$ cat config.mk
export PLATFORM = sky130hd
export DESIGN_NAME = ncsp_mash_combiner
export DESIGN_NICKNAME = d
export VERILOG_FILES = /design/src/rtl/ncsp_mash_combiner.sv
export SDC_FILE = /design/constraint.sdc
export NUM_CORES = 1
export LEC_CHECK = 0
export ABC_AREA = 1
export CORE_MARGIN = 3
export CORE_UTILIZATION = 47
export CTS_CLUSTER_DIAMETER = 120
export DETAILED_ROUTE_END_ITERATION = 10
export GPL_ROUTABILITY_DRIVEN = 0
export MAX_ROUTING_LAYER = met4
export PLACE_DENSITY = 0.77
export SKIP_CTS_REPAIR_TIMING = 1
export SLEW_MARGIN = 20
export SYNTH_ARGS = -nofsm -noshare
export SYNTH_HDL_FRONTEND = slang
export SYNTH_SLANG_ARGS = --single-unit
$ cat constraint.sdc
create_clock -name i_clk -period 2.5 [get_ports i_clk]
set_input_delay 0.375 -clock i_clk [delete_from_list [all_inputs] [get_ports i_clk]]
set_output_delay 0.375 -clock i_clk [all_outputs]
set_load 0.05 [all_outputs]
$ cat src/rtl/ncsp_mash_combiner.sv
// MASH 1-1-1 noise-cancellation combiner: forms the cancellation offset from the
// three quantizer carries, adds the integer divide value and emits a clipped ratio.
module ncsp_mash_combiner #(
    parameter int P_N_WIDTH = 8,
    parameter int P_DIV_MIN = 8,
    parameter int P_DIV_MAX = 255,
    parameter int P_WARMUP  = 8
) (
    input  logic                 i_clk,
    input  logic                 i_ff_rst,
    input  logic                 i_en,
    input  logic                 i_quantize1,
    input  logic                 i_quantize2,
    input  logic                 i_quantize3,
    input  logic [P_N_WIDTH-1:0] i_int_n,
    input  logic                 i_int_load,
    input  logic                 i_clr_cnt,
    output logic [P_N_WIDTH-1:0] o_div_ratio,
    output logic                 o_div_valid,
    output logic [3:0]           o_offset,
    output logic                 o_clip,
    output logic [7:0]           o_clip_cnt
);

    localparam int SW = P_N_WIDTH + 2;
    localparam logic [7:0]           WARM_LAST = 8'(P_WARMUP - 1);
    localparam logic signed [SW-1:0] DIV_MIN_S = SW'(P_DIV_MIN);
    localparam logic signed [SW-1:0] DIV_MAX_S = SW'(P_DIV_MAX);

    typedef enum logic [1:0] {
        S_IDLE,
        S_WARMUP,
        S_RUN
    } state_t;

    state_t state_q, state_d;
    logic [7:0] wcnt_q, wcnt_d;

    logic [2:0] q_in;
    logic [2:0] smp_q, smp_d;   // q[k]
    logic [2:0] h1_q, h1_d;     // q[k-1]
    logic [2:0] h2_q, h2_d;     // q[k-2]
    logic       shift_en;

    logic [3:0] off_q, off_d;
    logic [3:0] off_sum;
    logic       sval_q, sval_d;
    logic       v1_q, v1_d;

    logic [P_N_WIDTH-1:0] n_act_q, n_act_d;
    logic [P_N_WIDTH-1:0] ratio_q, ratio_d;
    logic                 valid_q, valid_d;
    logic                 clip_q, clip_d;
    logic [7:0]           cnt_q, cnt_d;
    logic [SW-1:0]        off_ext;
    logic [SW-1:0]        sum;

    // State machine: dropping i_en wins over every other transition
    always_comb begin
        state_d = state_q;
        wcnt_d  = wcnt_q;
        if (!i_en) begin
            state_d = S_IDLE;
        end else begin
            case (state_q)
                S_IDLE: begin
                    state_d = S_WARMUP;
                    wcnt_d  = 8'd0;
                end
                S_WARMUP: begin
                    if (wcnt_q == WARM_LAST) begin
                        state_d = S_RUN;
                    end else begin
                        wcnt_d = wcnt_q + 8'd1;
                    end
                end
                S_RUN:   state_d = S_RUN;
                default: state_d = S_IDLE;
            endcase
        end
    end

    assign shift_en = i_en && (state_q != S_IDLE);
    assign q_in     = {i_quantize3, i_quantize2, i_quantize1};

    generate
        for (genvar gi = 0; gi < 3; gi++) begin : g_hist
            assign smp_d[gi] = shift_en & q_in[gi];
            assign h1_d[gi]  = shift_en & smp_q[gi];
            assign h2_d[gi]  = shift_en & h1_q[gi];
        end
    endgenerate

    // 4-bit modular sum is exact two's complement since the result lies in -3..+4
    always_comb begin
        off_sum = {3'b000, h2_q[0]}
                + {3'b000, h1_q[1]} - {3'b000, h2_q[1]}
                + {3'b000, smp_q[2]} - {2'b00, h1_q[2], 1'b0} + {3'b000, h2_q[2]};
        off_d   = shift_en ? off_sum : 4'd0;
        sval_d  = (state_d == S_RUN);
        v1_d    = i_en & sval_q;
        valid_d = i_en & v1_q;
        n_act_d = i_int_load ? i_int_n : n_act_q;
    end

    // Outside an active sequence the ratio is the bare integer value
    always_comb begin
        off_ext = shift_en ? {{(SW-4){off_q[3]}}, off_q} : '0;
        sum     = {2'b00, n_act_q} + off_ext;
        ratio_d = sum[P_N_WIDTH-1:0];
        clip_d  = 1'b0;
        if ($signed(sum) < DIV_MIN_S) begin
            ratio_d = P_N_WIDTH'(P_DIV_MIN);
            clip_d  = 1'b1;
        end else if ($signed(sum) > DIV_MAX_S) begin
            ratio_d = P_N_WIDTH'(P_DIV_MAX);
            clip_d  = 1'b1;
        end
    end

    always_comb begin
        cnt_d = cnt_q;
        if (i_clr_cnt) begin
            cnt_d = 8'd0;
        end else if (clip_d && (cnt_q != 8'hFF)) begin
            cnt_d = cnt_q + 8'd1;
        end
    end

    always_ff @(posedge i_clk) begin
        if (i_ff_rst) begin
            state_q <= S_IDLE;
            wcnt_q  <= 8'd0;
            smp_q   <= 3'b000;
            h1_q    <= 3'b000;
            h2_q    <= 3'b000;
            off_q   <= 4'd0;
            sval_q  <= 1'b0;
            v1_q    <= 1'b0;
            n_act_q <= '0;
            ratio_q <= '0;
            valid_q <= 1'b0;
            clip_q  <= 1'b0;
            cnt_q   <= 8'd0;
        end else begin
            state_q <= state_d;
            wcnt_q  <= wcnt_d;
            smp_q   <= smp_d;
            h1_q    <= h1_d;
            h2_q    <= h2_d;
            off_q   <= off_d;
            sval_q  <= sval_d;
            v1_q    <= v1_d;
            n_act_q <= n_act_d;
            ratio_q <= ratio_d;
            valid_q <= valid_d;
            clip_q  <= clip_d;
            cnt_q   <= cnt_d;
        end
    end

    assign o_div_ratio = ratio_q;
    assign o_div_valid = valid_q;
    assign o_offset    = off_q;
    assign o_clip      = clip_q;
    assign o_clip_cnt  = cnt_q;

endmodule

# ---- Word level (Yosys, flattened, before mapping)
# Cells that the tools add are included.
dict set report totals {
  regBits 51
  word_cells 61
}
dict set report classes {
  n_addsub 8
  n_lt_le_gt_ge 2
  eq_ne 6
  n_mux 10
  n_bitwise 12
  n_reduce_logical 9
}
# operator n
set op_table {}
lappend op_table {{$add A8 B1 Y8 const B} 2}
lappend op_table {{$mux W8} 2}
lappend op_table {{$pmux W8 S2} 1}
lappend op_table {{$and A1 B1 Y1} 11}
lappend op_table {{$add A8 B10 Y10} 1}
lappend op_table {{$gt A10 B9 Y1 const B} 1}
lappend op_table {{$lt A10 B5 Y1 const B} 1}
lappend op_table {{$mux W10} 1}
lappend op_table {{$eq A8 B3 Y1 const B} 1}
lappend op_table {{$ne A8 B8 Y1 const B} 1}
lappend op_table {{$pmux W2 S3} 1}
lappend op_table {{$reduce_or A2 Y1} 3}
lappend op_table {{$add A3 B2 Y4} 1}
lappend op_table {{$add A4 B1 Y4} 1}
lappend op_table {{$eq A2 B2 Y1 const B} 2}
lappend op_table {{$mux W2} 2}
lappend op_table {{$mux W4} 1}
lappend op_table {{$reduce_bool A2 Y1} 2}
lappend op_table {{$sub A4 B2 Y4} 1}
lappend op_table {{$reduce_and A3 Y1} 1}
lappend op_table {{$sub A2 B1 Y3} 1}
lappend op_table {{$add A1 B1 Y2} 1}
lappend op_table {{$eq A2 B1 Y1 const B} 1}
lappend op_table {{$logic_and A1 B1 Y1} 2}
lappend op_table {{other kinds (4)} 5}

# ---- Logic depth before layout (Yosys ltp)
dict set report depth {
  depth_word 8
  depth_mapped 20
}

# ---- Least setup slack after synthesis
# OpenSTA, ideal clock, no wires.
dict set report synth_timing {
  path_kind {input to register}
  from {input port i_en}
  to {register cnt_q[0] (netlist: o_clip_cnt[0])}
  setup_time_ns 0.117
  arrival_ns 2.266
  required_ns 2.383
  path_slack_ns 0.117
  cell_stages 18
  path_cell_list {buf_4 > nand2_1 > nor2_1 > ha_1 > fa_1 > nand2_1 > nand2_1 > nand2_1 > nand3_1 > nand2_1 > nand2_1 > a21oi_2 > nand3_2 > nand2_2 > buf_6 > nand3_1 > nand2_1 > nor2_1}
}
dict set report synth_between {
  elab_chain_len 7
}
# item line
set synth_lines {}
lappend synth_lines {{start: declaration} 11} ;# input logic i_en,
lappend synth_lines {{$logic_and A1 B1 Y1 (*)} 83} ;# assign shift_en = i_en && (state_q != S_IDLE);
lappend synth_lines {{$mux W10 (*)} 108} ;# off_ext = shift_en ? {{(SW-4){off_q[3]}}, off_q} : '0;
lappend synth_lines {{$add A8 B10 Y10 (*)} 109} ;# sum = {2'b00, n_act_q} + off_ext;
lappend synth_lines {{$gt A10 B9 Y1} 115} ;# end else if ($signed(sum) > DIV_MAX_S) begin
lappend synth_lines {{$mux W1} 115}
lappend synth_lines {{$mux W1 (*)} 112} ;# if ($signed(sum) < DIV_MIN_S) begin
lappend synth_lines {{$logic_and A1 B1 Y1 (*)} 125} ;# end else if (clip_d && (cnt_q != 8'hFF)) begin
lappend synth_lines {{end signal: assignment} 158} ;# cnt_q <= cnt_d;
lappend synth_lines {{end: declaration} 54} ;# logic [7:0] cnt_q, cnt_d;
# Mark *: on every way between the ends. The rest lies on a longest branch, timed or not.
# A chain may end at the register's enable or synchronous reset.

# ---- Final worst setup path
dict set report layout_timing {
  from {register state_q[1]}
  to {register ratio_q[1] (netlist: o_div_ratio[1])}
}
dict set report layout_between {
  elab_chain_len 6
}
# item line
set layout_lines {}
lappend layout_lines {{start: declaration} 36} ;# state_t state_q, state_d;
lappend layout_lines {{start signal: assignment} 146} ;# state_q <= state_d;
lappend layout_lines {{$reduce_bool A2 Y1 (*)} 83}
lappend layout_lines {{$logic_and A1 B1 Y1 (*)} 83}
lappend layout_lines {{$mux W10 (*)} 108}
lappend layout_lines {{$add A8 B10 Y10 (*)} 109}
lappend layout_lines {{$gt A10 B9 Y1 or $lt A10 B5 Y1 (tied branches)} {115, 112}}
lappend layout_lines {{$mux W8 or $reduce_or A2 Y1 (tied branches)} --}
lappend layout_lines {{end signal: assignment} 155} ;# ratio_q <= ratio_d;
lappend layout_lines {{end: declaration} 51} ;# logic [P_N_WIDTH-1:0] ratio_q, ratio_d;
# Marks and branches as above.

==> metrics.md <==
| Metric | Value |
|---|---|
| Synth Area in Compound Gates | a little over a tenth |
| Cts bufs inserted | 5 |
| CP max FO | 6 |
| Worst Tran Pin Value | around 500 ps |
| Crit start category | flop |
| Site Rows | 26 |
| Average size of a mapped cell | approximately 7.5 µm² |
| GRT Util Overall | 18.7% |
| Reg area | a little over 1000 µm² |
| Main synth FF type | dfxtp_1 |
| Worst vdd ir | 343 µV |
| Die Ht | between 70 and 80 µm |
| Routed vias/inst | about 5 |
| Endpoints failing setup | 0 |
| Final hold slack | 412 ps |
| Lkg Pwr | around 1.4 nW |
| Simple-Gate Fraction of Synth Area | between 20% and 30% |
| Syn-to-layout area delta | 33.4% |
| H-Tree Depth | 2 |
| Violation count after the first detailed-route iteration | between 150 and 200 |
| Final Routed Wirelength | ~5500 µm |
| Final min period | 2440 ps |
| Synth top area share | 40.3% |
| Fill count | 438 |
| Synth warn | 0 |
| Fin util | roughly two thirds |
| CTS tree | built |
| Adder-cell share of the synthesized area | between 7 and 8% |
| Post-synthesis sequential area ratio | ~40% |
| Netlist Area Pre-Place | around 2500 µm² |
| Post-synthesis xor/xnor area fraction | ~3.8% |
| Count of different cell masters after synthesis | 36 |
| Post-Syn Nets | between 300 and 400 |
| Final period util | 97.7% |
| Largest family of logic cells by synthesized area | simple AND/OR/NAND/NOR gates |
| Die footprint | ~6300 µm² |
| Clk_lat worst skew | a little over 300 ps |
| Total design power | 1.60 mW |
| Max Clock Freq | around 400 MHz |
| Maximum number of pins on one net before global-route repair | 16 |
| Area leader, netlist | dfxtp_1 |
| Maxcap violations | 0 |
| Register bit total from synthesis | 51 |
| Worst relative slew slack | roughly two thirds |
| I/O pin total | 38 |
| Clock sinks | 51 |
| Multi-input logic area | about 1400 µm² |
| Vias in the first global route | around 2100 |
| Grt ovf | 0 |
| Setup crit end kind | flop |
| Status | complete, no violations |
| Top cells by area, synth | dfxtp_1 (40%), nand2_1 (8.3%), inv_1 (7.4%), nor2_1 (7.3%), ha_1 (5.4%) |
| Buffers added on ports | 37 |
| Post-route ant nets | 0 |
| Core area | approximately 5200 µm² |
| EDFF count, synth | 0 |
| Global-route wire length before repair | 9000 µm |
| Count of TritonRoute iterations in the first routing pass | 4 |
| Hold crit path type | reg2reg |
| Vias post-DR | 2309 |
| HPWL Detailed | between 3000 and 4000 µm |
| Slew Viols, Final | 0 |
| Async S/R FF share, synth | 0% |
| Ant. Diodes | 0 |
| Final Hold Vio Count | 0 |
| Syn Inst Count | 340 |
| DR DRC count | 0 |
| Skew final | roughly 10 ps |
| Die X | 79.4 µm |
| Arr. time, crit path | between 2000 and 3000 ps |
| Initial antenna violation count | 0 |
| Setup CP Type | reg2reg |
| Clock Tree Buf Depth | 2 |
| Initial core utilization | just under 50% |
| Routed WL per cell | between 10 and 15 µm |
| Root buf cell | clkbuf_8 |
| Post-synthesis mux area share | 0% |
| Req. time, crit path | 2740 ps |
| Final Net Count | between 400 and 500 |
| Power per Cell Area | approximately 470 nW/µm² |
| Clk slew on worst S/H paths | about 90 ps |
| Ratio of cells with drive above 1 in the final layout | around a fifth |
-- area by class of cell --
class                           count  share of cell area [%]
Tap cell                           70                    2.59
Sequential cell                    51                    30.4
Clock buffer                        7                    2.85
Timing Repair Buffer               57                    15.8
Inverter                           56                    6.40
Multi-Input combinational cell    227                    41.7
Clock inverter                      1                   0.222
-- path summary, 6_finish.rpt --
kind | cells past startpoint | slack, ps | start | end
hold / removal | 2 | 410 | smp_q[0]$_SDFF_PP0_ | h1_q[0]$_SDFF_PP0_
hold reg to reg | 2 | 410 | smp_q[0]$_SDFF_PP0_ | h1_q[0]$_SDFF_PP0_
setup / recovery | 18 | 60 | state_q[1]$_SDFF_PP0_ | o_div_ratio[1]$_SDFF_PP0_
setup reg to reg | 18 | 60 | state_q[1]$_SDFF_PP0_ | o_div_ratio[1]$_SDFF_PP0_
-- cells in the mapped netlist, types with 2 or more instances --
cell type,n
nand4_2,2
nand3_1,26
o21ai_0,12
inv_1,50
nand2_2,9
xor2_1,7
xnor2_1,2
nor3_1,2
nand2_1,56
nor2_1,49
a211oi_1,3
dfxtp_1,51
nand4_1,5
clkbuf_1,4
a41oi_1,2
inv_2,5
ha_1,11
a21oi_1,24
fa_1,3
-- sequential cells by signal, indices dropped and copies added (netlist names) --
name,flops
sval_q,1
h2_q,3
o_div_ratio,8
wcnt_q,8
o_offset,4
state_q,2
smp_q,3
o_clip,1
h1_q,3
v1_q,1
n_act_q,8
o_div_valid,1
o_clip_cnt,8
-- through the flow --
stage          cells  cell area (µm²)  TNS [ps]  setup WS (ps)
2_1_floorplan    340             2530         0            117
3_3_place_gp     459             3090     -4310           -323
3_5_place_dp     459             3090     -5220           -373
4_1_cts          467             3200      -398          -67.5
5_1_grt          469             3380     -2170           -171
6_report         469             3380         0           57.1
-- cell usage in the layout (no fill, tap or decap), types with 2 or more instances in the layout --
| cell | instances |
|---|---|
| inv_2 | 3 |
| nand2_2 | 14 |
| nand3_2 | 6 |
| xor2_1 | 6 |
| buf_4 | 17 |
| nand3_1 | 20 |
| nor2_1 | 46 |
| ha_4 | 2 |
| a211oi_1 | 3 |
| nand3_4 | 2 |
| xor2_2 | 2 |
| clkdlybuf4s50_1 | 36 |
| nor3_1 | 2 |
| nand4_1 | 5 |
| nand4_2 | 2 |
| nand2_4 | 4 |
| xnor2_1 | 2 |
| dfxtp_4 | 2 |
| a21oi_1 | 20 |
| inv_4 | 2 |
| nor2_4 | 2 |
| buf_6 | 3 |
| inv_1 | 50 |
| a41oi_1 | 2 |
| clkbuf_8 | 7 |
| nand2_1 | 48 |
| o21ai_0 | 12 |
| nor2_2 | 2 |
| a21oi_2 | 5 |
| ha_1 | 8 |
| dfxtp_1 | 49 |
| fa_1 | 2 |
-- report_power, final --
part | internal [mW] | switching (mW)
logic | 0.0971 | 0.133
registers | 0.832 | 0.0170
clock network | 0.252 | 0.271
total | 1.18 | 0.421
-- worst max-delay path: stages (launching register included) --
cell     delay [ps]
dfxtp_4         370
inv_4            60
nand2_4          80
nand2_4          80
nor2_2           40
ha_2            190
fa_2            340
nand2_1          70
nand2_1          70
nand2_2          90
nand2_2          80
nand3_1         100
nand2_1          60
nand2_1          90
nand2_2          70
buf_4           140
nand4_1         160
nand3_2         150
nor2_1          140
-- cells by family after synthesis --
family / after synthesis
and+or+nand+nor: 156
adders and majority gates: 14
DFF: 51
buffers and inverters: 62
xor gates and xnor gates: 10
AOI/OAI and AO/OA: 47
-- layer usage --
| layer | global-route usage (%) | up-vias | share of wire (%) |
|---|---|---|---|
| met4 | 9.45 | 0 | 2.6 |
| met3 | 3.72 | 13 | 4.4 |
| met2 | 29.5 | 52 | 49 |
| met5 | - | - | 0 |
| li1 | - | 1195 | - |
| met1 | 22.8 | 1049 | 44 |
No activity file was read; power rests on OpenSTA's default activity.
